$ cat config.mk
export PLATFORM = sky130hd
export DESIGN_NAME = sal_rw_sched_flat
export DESIGN_NICKNAME = d
export VERILOG_FILES = /design/src/rtl/sal_sched_pkg.sv /design/src/rtl/sal_rw_sched_if.sv /design/src/rtl/sal_wq_fifo.sv /design/src/rtl/sal_rw_sched.sv /design/src/flat_wrapper.sv
export SDC_FILE = /design/constraint.sdc
export NUM_CORES = 1
export LEC_CHECK = 0
export ABC_AREA = 1
export BUFFER_PORTS_ARGS = -buffer_cell sky130_fd_sc_hd__buf_2
export CAP_MARGIN = 0
export CORE_MARGIN = 5
export CORE_UTILIZATION = 40
export DETAILED_ROUTE_END_ITERATION = 16
export HOLD_SLACK_MARGIN = 0.06
export REMOVE_ABC_BUFFERS = 1
export SETUP_SLACK_MARGIN = 0.5
export SLEW_MARGIN = 20
export SYNTH_ARGS = -nofsm -noshare
export SYNTH_HDL_FRONTEND = slang
export SYNTH_HIERARCHICAL = 1
export SYNTH_SLANG_ARGS = --single-unit
$ cat constraint.sdc
create_clock -name clk -period 4.4 [get_ports clk]
set_input_delay 0.88 -clock clk [delete_from_list [all_inputs] [get_ports clk]]
set_output_delay 0.88 -clock clk [all_outputs]
set_load 0.01 [all_outputs]
$ cat src/rtl/sal_sched_pkg.sv
// Shared types and default parameters for the read/write command scheduler.
package sal_sched_pkg;

  localparam int unsigned DEF_ADDR_W   = 32;
  localparam int unsigned DEF_WQ_DEPTH = 8;
  localparam int unsigned DEF_HI_WM    = 6;
  localparam int unsigned DEF_LO_WM    = 2;
  localparam int unsigned DEF_TURN_CYC = 4;

  typedef enum logic [1:0] {
    RD    = 2'd0,
    RD2WR = 2'd1,
    WR    = 2'd2,
    WR2RD = 2'd3
  } sched_state_t;

endpackage

$ cat src/rtl/sal_rw_sched_if.sv
// Request/command bundle between the AXI front-end, the scheduler and the DRAM command path.
interface sal_rw_sched_if
  import sal_sched_pkg::*;
#(
  parameter int unsigned ADDR_W   = DEF_ADDR_W,
  parameter int unsigned WQ_DEPTH = DEF_WQ_DEPTH
);
  localparam int unsigned CNT_W = $clog2(WQ_DEPTH) + 1;

  logic              rd_valid;
  logic              rd_ready;
  logic [ADDR_W-1:0] rd_addr;
  logic              wr_valid;
  logic              wr_ready;
  logic [ADDR_W-1:0] wr_addr;
  logic              cmd_valid;
  logic              cmd_ready;
  logic              cmd_wr;
  logic [ADDR_W-1:0] cmd_addr;
  logic [CNT_W-1:0]  wq_cnt;
  logic              drain;

  modport master (
    output rd_valid, rd_addr, wr_valid, wr_addr, cmd_ready,
    input  rd_ready, wr_ready, cmd_valid, cmd_wr, cmd_addr, wq_cnt, drain
  );

  modport slave (
    input  rd_valid, rd_addr, wr_valid, wr_addr, cmd_ready,
    output rd_ready, wr_ready, cmd_valid, cmd_wr, cmd_addr, wq_cnt, drain
  );

endinterface

$ cat src/rtl/sal_wq_fifo.sv
// Write-address FIFO with per-entry occupied bits and a parallel address compare.
module sal_wq_fifo
  import sal_sched_pkg::*;
#(
  parameter int unsigned ADDR_W = DEF_ADDR_W,
  parameter int unsigned DEPTH  = DEF_WQ_DEPTH,
  localparam int unsigned PTR_W = $clog2(DEPTH),
  localparam int unsigned CNT_W = $clog2(DEPTH) + 1
) (
  input  logic              clk,
  input  logic              rst,
  input  logic              push,
  input  logic [ADDR_W-1:0] push_addr,
  input  logic              pop,
  input  logic [ADDR_W-1:0] cmp_addr,
  output logic [ADDR_W-1:0] head,
  output logic [CNT_W-1:0]  cnt,
  output logic              match,
  output logic              match_rest
);

  logic [ADDR_W-1:0] mem [DEPTH];
  logic [DEPTH-1:0]  occ;
  logic [PTR_W-1:0]  wptr, rptr;
  logic [CNT_W-1:0]  cnt_q;

  always_ff @(posedge clk) begin
    if (push) mem[wptr] <= push_addr;
  end

  // Caller guarantees no push when full and no pop when empty.
  always_ff @(posedge clk or posedge rst) begin
    if (rst) begin
      occ   <= '0;
      wptr  <= '0;
      rptr  <= '0;
      cnt_q <= '0;
    end else begin
      if (pop) begin
        occ[rptr] <= 1'b0;
        rptr      <= rptr + PTR_W'(1);
      end
      if (push) begin
        occ[wptr] <= 1'b1;
        wptr      <= wptr + PTR_W'(1);
      end
      cnt_q <= cnt_q + CNT_W'(push) - CNT_W'(pop);
    end
  end

  // match_rest ignores the head so the caller can see the queue as it will be after a pop.
  always_comb begin
    match      = 1'b0;
    match_rest = 1'b0;
    for (int i = 0; i < DEPTH; i++) begin
      if (occ[i] && (mem[i] == cmp_addr)) begin
        match = 1'b1;
        if (PTR_W'(i) != rptr) match_rest = 1'b1;
      end
    end
  end

  assign head = mem[rptr];
  assign cnt  = cnt_q;

endmodule

$ cat src/rtl/sal_rw_sched.sv
// Read/write command scheduler: read pass-through, watermark-driven write drains,
// bus-turnaround idles and read-after-write hazard holds.
module sal_rw_sched
  import sal_sched_pkg::*;
#(
  parameter int unsigned ADDR_W   = DEF_ADDR_W,
  parameter int unsigned WQ_DEPTH = DEF_WQ_DEPTH,
  parameter int unsigned HI_WM    = DEF_HI_WM,
  parameter int unsigned LO_WM    = DEF_LO_WM,
  parameter int unsigned TURN_CYC = DEF_TURN_CYC
) (
  input  logic           clk,
  input  logic           rst,
  sal_rw_sched_if.slave  bus
);

  localparam int unsigned CNT_W  = $clog2(WQ_DEPTH) + 1;
  localparam int unsigned TURN_W = (TURN_CYC > 1) ? $clog2(TURN_CYC) : 1;

  sched_state_t      state_q, state_d;
  logic [TURN_W-1:0] turn_q, turn_d;

  logic [CNT_W-1:0]  cnt, cnt_next;
  logic [ADDR_W-1:0] head;
  logic              match, match_rest, hazard;
  logic              push, pop, wr_ready;
  logic              cmd_valid, cmd_wr, rd_ready;
  logic [ADDR_W-1:0] cmd_addr;

  assign wr_ready = !rst && (cnt < CNT_W'(WQ_DEPTH));
  assign push     = bus.wr_valid & wr_ready;
  assign hazard   = bus.rd_valid & match;

  sal_wq_fifo #(
    .ADDR_W (ADDR_W),
    .DEPTH  (WQ_DEPTH)
  ) u_wq (
    .clk        (clk),
    .rst        (rst),
    .push       (push),
    .push_addr  (bus.wr_addr),
    .pop        (pop),
    .cmp_addr   (bus.rd_addr),
    .head       (head),
    .cnt        (cnt),
    .match      (match),
    .match_rest (match_rest)
  );

  // State and turnaround counter.
  always_ff @(posedge clk or posedge rst) begin
    if (rst) begin
      state_q <= RD;
      turn_q  <= '0;
    end else begin
      state_q <= state_d;
      turn_q  <= turn_d;
    end
  end

  // Next state and command muxing.
  always_comb begin
    state_d   = state_q;
    turn_d    = turn_q;
    cmd_valid = 1'b0;
    cmd_wr    = 1'b0;
    cmd_addr  = bus.rd_addr;
    rd_ready  = 1'b0;
    pop       = 1'b0;
    cnt_next  = cnt;

    case (state_q)
      RD: begin
        cmd_valid = bus.rd_valid & !hazard;
        rd_ready  = bus.cmd_ready & !hazard;
        if ((cnt >= CNT_W'(HI_WM)) || hazard || ((cnt != '0) && !bus.rd_valid))
          state_d = RD2WR;
      end
      RD2WR, WR2RD: begin
        if (turn_q == TURN_W'(TURN_CYC - 1)) begin
          turn_d  = '0;
          state_d = (state_q == RD2WR) ? WR : RD;
        end else begin
          turn_d = turn_q + TURN_W'(1);
        end
      end
      WR: begin
        cmd_valid = (cnt != '0);
        cmd_wr    = 1'b1;
        cmd_addr  = head;
        pop       = cmd_valid & bus.cmd_ready;
        cnt_next  = cnt + CNT_W'(push) - CNT_W'(pop);
        // Yield early only if the waiting read no longer collides with anything queued.
        if ((cnt_next == '0) ||
            ((cnt_next <= CNT_W'(LO_WM)) && bus.rd_valid && !(pop ? match_rest : match)))
          state_d = WR2RD;
      end
      default: state_d = RD;
    endcase

    if (rst) begin
      cmd_valid = 1'b0;
      rd_ready  = 1'b0;
      pop       = 1'b0;
    end
  end

  assign bus.cmd_valid = cmd_valid;
  assign bus.cmd_wr    = cmd_wr;
  assign bus.cmd_addr  = cmd_addr;
  assign bus.rd_ready  = rd_ready;
  assign bus.wr_ready  = wr_ready;
  assign bus.wq_cnt    = cnt;
  assign bus.drain     = !rst && ((state_q == RD2WR) || (state_q == WR));

endmodule

$ cat src/flat_wrapper.sv
// flat-port wrapper written by rule: the top's interface ports become plain ports
module sal_rw_sched_flat import sal_sched_pkg::*;
#(
  parameter int unsigned ADDR_W   = DEF_ADDR_W,
  parameter int unsigned WQ_DEPTH = DEF_WQ_DEPTH,
  parameter int unsigned HI_WM    = DEF_HI_WM,
  parameter int unsigned LO_WM    = DEF_LO_WM,
  parameter int unsigned TURN_CYC = DEF_TURN_CYC
)
  (clk, rst, bus_rd_valid, bus_rd_addr, bus_wr_valid, bus_wr_addr, bus_cmd_ready, bus_rd_ready, bus_wr_ready, bus_cmd_valid, bus_cmd_wr, bus_cmd_addr, bus_wq_cnt, bus_drain);
  sal_rw_sched_if #(.ADDR_W(ADDR_W), .WQ_DEPTH(WQ_DEPTH)) bus_i ();
  input  logic clk;
  input  logic rst;
  input wire logic [$bits(bus_i.rd_valid)-1:0] bus_rd_valid;
  input wire logic [$bits(bus_i.rd_addr)-1:0] bus_rd_addr;
  input wire logic [$bits(bus_i.wr_valid)-1:0] bus_wr_valid;
  input wire logic [$bits(bus_i.wr_addr)-1:0] bus_wr_addr;
  input wire logic [$bits(bus_i.cmd_ready)-1:0] bus_cmd_ready;
  output wire logic [$bits(bus_i.rd_ready)-1:0] bus_rd_ready;
  output wire logic [$bits(bus_i.wr_ready)-1:0] bus_wr_ready;
  output wire logic [$bits(bus_i.cmd_valid)-1:0] bus_cmd_valid;
  output wire logic [$bits(bus_i.cmd_wr)-1:0] bus_cmd_wr;
  output wire logic [$bits(bus_i.cmd_addr)-1:0] bus_cmd_addr;
  output wire logic [$bits(bus_i.wq_cnt)-1:0] bus_wq_cnt;
  output wire logic [$bits(bus_i.drain)-1:0] bus_drain;
  assign bus_i.rd_valid = bus_rd_valid;
  assign bus_i.rd_addr = bus_rd_addr;
  assign bus_i.wr_valid = bus_wr_valid;
  assign bus_i.wr_addr = bus_wr_addr;
  assign bus_i.cmd_ready = bus_cmd_ready;
  assign bus_rd_ready = bus_i.rd_ready;
  assign bus_wr_ready = bus_i.wr_ready;
  assign bus_cmd_valid = bus_i.cmd_valid;
  assign bus_cmd_wr = bus_i.cmd_wr;
  assign bus_cmd_addr = bus_i.cmd_addr;
  assign bus_wq_cnt = bus_i.wq_cnt;
  assign bus_drain = bus_i.drain;
  sal_rw_sched #(.ADDR_W(ADDR_W), .WQ_DEPTH(WQ_DEPTH), .HI_WM(HI_WM), .LO_WM(LO_WM), .TURN_CYC(TURN_CYC)) u_core (.clk(clk), .rst(rst), .bus(bus_i));
endmodule
==> results of run 1 <==
-- sequential cells by signal, summed over array words and instances (netlist names) --
register	count
u_core/u_wq/occ	8
u_core/u_wq/mem	256
u_core/turn_q	2
u_core/state_q	2
u_core/u_wq/rptr	3
u_core/u_wq/wptr	3
u_core/u_wq/cnt	4
-- power groups by stage --
| stage | clock network (mW) | logic (mW) | registers, mW |
|---|---|---|---|
| after floorplan | 0 | 1.79 | 3.38 |
| after global placement | 0 | 3.16 | 3.40 |
| after detailed placement | 0 | 3.19 | 3.40 |
| after CTS | 2.55 | 3.21 | 3.35 |
| after global routing | 2.66 | 3.54 | 3.38 |
| final | 2.53 | 3.25 | 3.36 |
-- cell families (layout without fill, tap and decap cells) --
group	count (synthesis)	in the layout	share of synthesized area (%)
simple gates	844	844	21.1
compound gates	347	347	12.3
buf+inv	296	412	8.13
flops	278	278	52.4
xor+xnor	71	71	3.95
fa+ha+maj	25	25	2.08
-- through the flow --
step	std cells	setup slack (ns)	setup TNS (ns)
final	2495	0.568	0
after global routing	2495	0.475	0
after CTS	2494	0.523	0
after detailed placement	2434	0.368	0
after global placement	2434	0.361	0
after floorplan	1783	-0.972	-30.87
-- layer usage --
metal  track usage [%]  vias up  part of all wire, %
li1                  -     6318                    -
met1              40.2     6577                   43
met2              44.3      760                   45
met3              3.92       94                  9.4
met4              7.38        2                  2.7
met5                 0        -                0.021
-- cells in the mapped netlist (all sizes together) (2+ instances only) --
cell type | instances | area share, %
nor2 | 196 | 4.9
nor3 | 3 | 0.095
a21oi | 89 | 2.8
o2111ai | 24 | 1.3
buf | 54 | 2.4
o22ai | 29 | 1.2
fa | 2 | 0.25
edfxtp | 256 | 49
nand4 | 14 | 0.56
o21ai | 186 | 5.9
dfrtp | 22 | 3.5
xor2 | 5 | 0.28
clkbuf | 24 | 0.57
xnor2 | 66 | 3.7
or2 | 2 | 0.080
nand3 | 33 | 1.1
clkinv | 2 | 0.048
o211ai | 13 | 0.62
inv | 216 | 5.2
nand2 | 595 | 14
ha | 23 | 1.8
-- cell type report --
type / instances / area [um2]
flip-flops and latches: 278 / 8240
repair buffers: 138 / 871
inverters: 218 / 838
clock inverters: 23 / 221
clock buffers: 33 / 762
well taps: 518 / 648
fillers: 3829 / 20900
multi-input cells: 1287 / 6290
-- worst register-to-register path, cell delays in order (launching register included) --
cell                      delay (ns)
sky130_fd_sc_hd__dfrtp_1        0.41
sky130_fd_sc_hd__inv_1          0.10
sky130_fd_sc_hd__ha_2           0.19
sky130_fd_sc_hd__inv_2          0.30
sky130_fd_sc_hd__nor3_1         0.80
sky130_fd_sc_hd__ha_1           0.36
sky130_fd_sc_hd__inv_1          0.06
sky130_fd_sc_hd__ha_1           0.16
sky130_fd_sc_hd__inv_1          0.06
sky130_fd_sc_hd__fa_1           0.50
sky130_fd_sc_hd__inv_1          0.04
-- repair_timing --
item / in CTS / in global routing
endpoints found under the setup margin: 2 / 3
buffers inserted: 4 / 1
resized for setup: 5 / 9
-- path summary, 6_finish.rpt --
check / start / end / slack, ns / cells after the start
worst max-delay path: u_core/u_wq/rptr[2] / bus_cmd_addr[25] / 0.57 / 10
max in group asynchronous: rst / u_core/u_wq/rptr[0] / 3.44 / 2
worst min-delay path: rst / u_core/state_q[1] / 0.24 / 2
min in group clk: u_core/turn_q[0] / u_core/turn_q[0] / 0.49 / 1
worst max register to register: u_core/state_q[0] / u_core/u_wq/cnt[1] / 1.32 / 10
worst min register to register: u_core/turn_q[0] / u_core/turn_q[0] / 0.49 / 1
==> key figures, run 1 <==
Run status
  – Status: completed

Clock tree
  – Number of clock sinks: 278
  – Clock-pin slew reported for the worst setup and hold paths after clock tree synthesis: 0.06 ns
  – Root Driver: sky130_fd_sc_hd__clkbuf_16
  – TritonCTS clock tree: done
  – Number of H-tree levels: 1
  – CTS Buffer Depth: 3
  – CTS Hold Bufs: 0
  – Insertion delay of the later-clocked pin in the worst-skew pair: 0.60 ns
  – Num CTS Buffers: 30

Yosys
  – Cell area after synthesis: 15700 um2
  – Most frequently used flop master after synthesis: sky130_fd_sc_hd__edfxtp_1
  – Yosys Warn Count: 6
  – EDFF count, synth: roughly 260
  – Async set-or-reset flop fraction in the synthesized netlist: under 10%
  – Yosys reg bits: 278
  – Sequential fraction of the synthesis area: a little over half
  – Mapped Cells: roughly 1.9k
  – Count of cell types in the netlist: 37
  – Syn_area_per_cell: around 8.5 um2

Global routing
  – Pin count of the biggest net entering global routing: 107
  – Wire length of the first global-routing pass: roughly 89000 um
  – Antenna violations before repair: 1
  – Remaining global-route overflow: 0
  – Number of global-route vias before repair: 13.0k
  – Combined global-route utilization of all metal layers: 27.8%

Layout
  – Relative area change from synthesis to final layout: 13.6%
  – Fraction of layout instances using a drive strength above 1: 12.2%
  – Most frequent cells in the layout: sky130_fd_sc_hd__nand2_1 (583), sky130_fd_sc_hd__edfxtp_1 (256), sky130_fd_sc_hd__inv_1 (200), sky130_fd_sc_hd__nor2_1 (177), sky130_fd_sc_hd__o21ai_0 (176)
  – Post-layout nets: 2047
  – Leading cell type in the layout, fill and taps excluded: sky130_fd_sc_hd__nand2_1
  – Ant. Diodes: 0
  – Fin util: roughly 46%
  – Area of all placed cells without fillers: 17900 um2

Placed design
  – Quantity of I/O buffers inserted on ports: 109
  – Detailed placement HPWL: 46500 um
  – Instance area after placement: 16800 um2
  – Routability-driven placement congestion ratio: roughly 1

Min path
  – Worst Hold Class: in2async

Worst setup path
  – Critical path data required time: approximately 3.5 ns
  – Arrival time reported for the critical path endpoint: 2.95 ns
  – Critical-path maximum fanout: 17
  – CP Buf/Inv Count: 4
  – Delay of the slowest critical-path stage: around 0.5 ns
  – Kind of cell with the highest combined delay on the critical path: buffers and inverters
  – Category of the critical setup timing path: reg2out
  – Cell with the largest stage delay on the worst path: sky130_fd_sc_hd__dfrtp_1
  – Launching element type of the critical path: flop
  – Endpoint type of the worst setup path: primary output
  – Cell breakdown of the critical path: inv_1 -> nor2_2 -> inv_1 -> buf_4 -> a21oi_1 -> o21ai_0 -> o2111ai_1 -> nand2_1 -> nand2_1 -> buf_2

STA
  – Post-layout minimum cycle time: 3.83 ns
  – # setup viols final: 0
  – Worst clock skew: 0.0247 ns
  – RSZ-0062 raised after global routing: true
  – Final-report hold violation count: 0
  – F_max: 0.261 GHz
  – Actual transition at the worst max-transition pin: slightly above 1 ns
  – Max-slew violations: 0
  – Headroom to the max-slew limit: 32.3%
  – Worst hold-check slack: 0.241 ns
  – Period Utilization, post-route: 87.1%

Floorplan
  – Die width: 208 um
  – Vertical die dimension: around 210 um
  – Number of top-level design ports: 110
  – Area of the placeable core: 38700 um2
  – Die Area: ~43000 um2
  – Initial Util: 40.6%
  – Site Rows: 72

Route
  – Detailed-route vias per instance: approximately 5.5
  – Drt total wl: 62800 um
  – Detailed-router iteration count before antenna repair: 6
  – Via count: 13.8k
  – Number of remaining DRC errors: 0
  – Post-detailed-route count of antenna-violating nets: 0
  – Initial drt markers: 1589
  – Routed wirelength normalized by instance count: ~25 um

Power
  – Fraction of power consumed by sequential logic: 36.8%
  – Pwr per Cell Area: 511 nW/um2
  – VDD IR max: 0.343 mV
  – Switching part of the total: 39.1%
  – Clk network pwr share: 27.6%
  – NetSw: approximately 3.6 mW
  – Final Power: between 9 and 10 mW
  – Proportion of power drawn by combinational gates: between 30% and 40%
  – Design internal power: 5.56 mW
  – Static power due to leakage: 7.49 nW

Flow run
  – Max_cap viols: 0
Power figures use the tool's default switching activity.
==> inputs of run 2 (changes only) <==
Clock period 4.4 ns to 3.2 ns, I/O delays scaled along.
==> run 2 against run 1 <==
Effect of this change:
- sequential share of layout area decreased by 6.4 points
- the flow now finishes with violations (negative setup slack)
- clock power grew 62%
- first-iteration DRC count rose by 25%
- clock skew rose by 0.0096 ns
- via count increased by 10%
- critical path depth is 5 higher
- clock-buffer cell count rose by 10
- power is 71% higher
- hold slack better by 0.046 ns
- worst setup slack worse by 0.63 ns
- global-route usage grew 3.0 points
==> key figures, run 2 (same netlist as run 1, synthesis figures left out) <==
Run status
  – Status: complete, but fails checks
  – Failing checks: negative setup slack

Power
  – Proportion of power drawn by combinational gates: 44.5%
  – Switching part of the total: 38.6%
  – Fraction of power consumed by sequential logic: 29.1%
  – VDD IR max: ~0.50 mV
  – NetSw: roughly 6.0 mW
  – Final Power: 15.6 mW
  – Clk network pwr share: 26.3%
  – Pwr per Cell Area: 753 nW/um2
  – Design internal power: 9.60 mW
  – Static power due to leakage: 8.90 nW

Placed design
  – Number of cells in the design after placement: 2562
  – Routability-driven placement congestion ratio: ~1.0
  – Quantity of I/O buffers inserted on ports: 109
  – Instance area after placement: 17800 um2
  – Detailed placement HPWL: 47700 um

STA
  – # setup viols final: 2
  – Worst clock skew: about 0.034 ns
  – F_max: a little over 0.3 GHz
  – Max-slew violations: 0
  – Post-layout minimum cycle time: 3.27 ns
  – RSZ-0062 raised after global routing: true
  – Final-report hold violation count: 0
  – Worst hold-check slack: 0.287 ns
  – Fin worst setup slack: -0.0661 ns
  – Headroom to the max-slew limit: between 50% and 60%
  – Period Utilization, post-route: 102%
  – Actual transition at the worst max-transition pin: 0.740 ns
  – Final setup TNS: -0.0958 ns

Worst setup path
  – Critical-path maximum fanout: 8
  – Critical path data required time: about 2.6 ns
  – Cell breakdown of the critical path: buf_2 -> inv_1 -> o21ai_0 -> nor2_1 -> nand2_1 -> nor2_2 -> nand2_1 -> nor2_2 -> nand2_2 -> nand2_2 -> nor2_4 -> nand2_4 -> a21oi_4 -> and3_1 -> buf_2
  – Launching element type of the critical path: input port
  – Register-to-register setup slack: 0.45 ns
  – R2r startpoint: u_core/u_wq/mem[7][21]
  – Category of the critical setup timing path: in2out
  – Total number of cells along the worst setup path: 15
  – Kind of cell with the highest combined delay on the critical path: simple AND/OR/NAND/NOR gates
  – CP Buf/Inv Count: 3
  – FF-to-FF End: u_core/state_q[0]
  – Arrival time reported for the critical path endpoint: 2.63 ns
  – Start point of the critical path: bus_rd_addr[3]
  – Delay of the slowest critical-path stage: about 0.4 ns
  – Reg2Reg Depth: 23
  – Endpoint type of the worst setup path: primary output
  – Cell with the largest stage delay on the worst path: sky130_fd_sc_hd__inv_1
  – Last element of the critical path: bus_rd_ready

Floorplan
  – Die Area: 43400 um2
  – Area of the placeable core: around 39000 um2
  – Vertical die dimension: 208 um
  – Number of top-level design ports: 110
  – Die width: approximately 210 um
  – Site Rows: 72
  – Initial Util: 40.6%

Min path
  – Worst Hold Class: in2async

Clock tree
  – Num CTS Buffers: 34
  – Number of clock sinks: between 200 and 300
  – Insertion delay of the later-clocked pin in the worst-skew pair: 0.57 ns
  – CTS Buffer Depth: 3
  – TritonCTS clock tree: done
  – Number of H-tree levels: 2
  – Root Driver: sky130_fd_sc_hd__clkbuf_16
  – Clock-pin slew reported for the worst setup and hold paths after clock tree synthesis: 0.06 ns

Layout
  – Area of all placed cells without fillers: a little over 20000 um2
  – Ant. Diodes: 0
  – Register with the highest flop count: u_core/u_wq/mem
  – Most frequent cells in the layout: sky130_fd_sc_hd__nand2_1 (549), sky130_fd_sc_hd__edfxtp_1 (256), sky130_fd_sc_hd__inv_1 (188), sky130_fd_sc_hd__buf_4 (165), sky130_fd_sc_hd__nor2_1 (154)
  – Post-layout nets: 2248
  – Number of flip-flops in the largest register: 256
  – Fraction of layout instances using a drive strength above 1: 27.4%
  – Post-Layout Cell Count: about 2.7k
  – Relative area change from synthesis to final layout: 31.9%
  – Leading cell type in the layout, fill and taps excluded: sky130_fd_sc_hd__nand2_1

Route
  – Routed wirelength normalized by instance count: 25.8 um
  – Initial drt markers: 1984
  – Post-detailed-route count of antenna-violating nets: 0
  – Detailed-router iteration count before antenna repair: 6
  – Drt total wl: roughly 70000 um
  – Via count: 15.1k
  – Detailed-route vias per instance: 5.61
  – Number of remaining DRC errors: 0

Global routing
  – Remaining global-route overflow: 0
  – Number of global-route vias before repair: 14.6k
  – Pin count of the biggest net entering global routing: 51
  – Combined global-route utilization of all metal layers: 30.8%
  – Wire length of the first global-routing pass: roughly 100000 um
  – Antenna violations before repair: 4

Flow run
  – Max_cap viols: 0
run 2: cell types whose count changed in the layout (fill, tap and decap cells not counted), sizes merged:
cell	change
buf	+192
clkbuf	+10
inv	+4
clkinvlp	-5
bufbuf	+3
clkinv	-4
dlygate4sd3	+1
bufinv	+2
run 2: how the worst min path moves through the flow:
stage / end / slack, ns
global placement: u_core/turn_q[0] / 0.46
CTS: u_core/u_wq/wptr[0] / 0.28
floorplan: u_core/state_q[0] / 0.42
detailed placement: u_core/turn_q[0] / 0.48
global route: u_core/u_wq/cnt[0] / 0.35
finish: u_core/u_wq/occ[4] / 0.29
run 2: per-stage QoR:
stage | utilization [%] | worst slack (ns)
final | 53.5 | -0.0661
after global routing | 53.5 | -0.0531
after CTS | 52.5 | -0.00287
after detailed placement | 46.0 | -0.203
after global placement | 46.0 | -0.197
after floorplan | - | -1.94
run 2: metal layers:
layer	share of wire (%)	global-route usage [%]
met5	0.010	0
met4	5.0	12.5
met3	11	6.43
met2	44	48.4
met1	40	41.9
run 2: worst register-to-register path, delay by kind of cell, from the launching register on:
kind | cells | cell delay [ns]
AND/OR/NAND/NOR | 16 | 1.56
AO/OA/AOI/OAI | 1 | 0.12
flip-flops | 1 | 0.47
buffers and inverters | 6 | 0.53
run 2: cell type report:
class | count | area, um2
tap | 518 | 648
inverter | 218 | 858
timing repair inverter | 1 | 6.26
multi-input combinational | 1287 | 6890
clock inverter | 19 | 251
timing repair buffer | 334 | 2920
fill | 3646 | 18000
sequential | 278 | 8240
clock buffer | 43 | 926
run 2: power groups by stage:
stage          combinational (mW)  sequential, mW  clock [mW]
6_report                     6.96            4.55        4.11
5_1_grt                      7.36            4.57        4.28
4_1_cts                      6.58            4.55        4.15
3_5_place_dp                 4.67            4.63           0
3_3_place_gp                 4.61            4.62           0
2_1_floorplan                2.47            4.64           0
run 2: repair_timing:
item / CTS / global route
hold endpoints to repair: 4 / 0
pin swaps: 79 / 49
gates resized for setup: 230 / 90
cloned: 11 / 1
setup buffers: 46 / 15
hold buffers: 1 / 0
endpoints found under the setup margin: 36 / 36
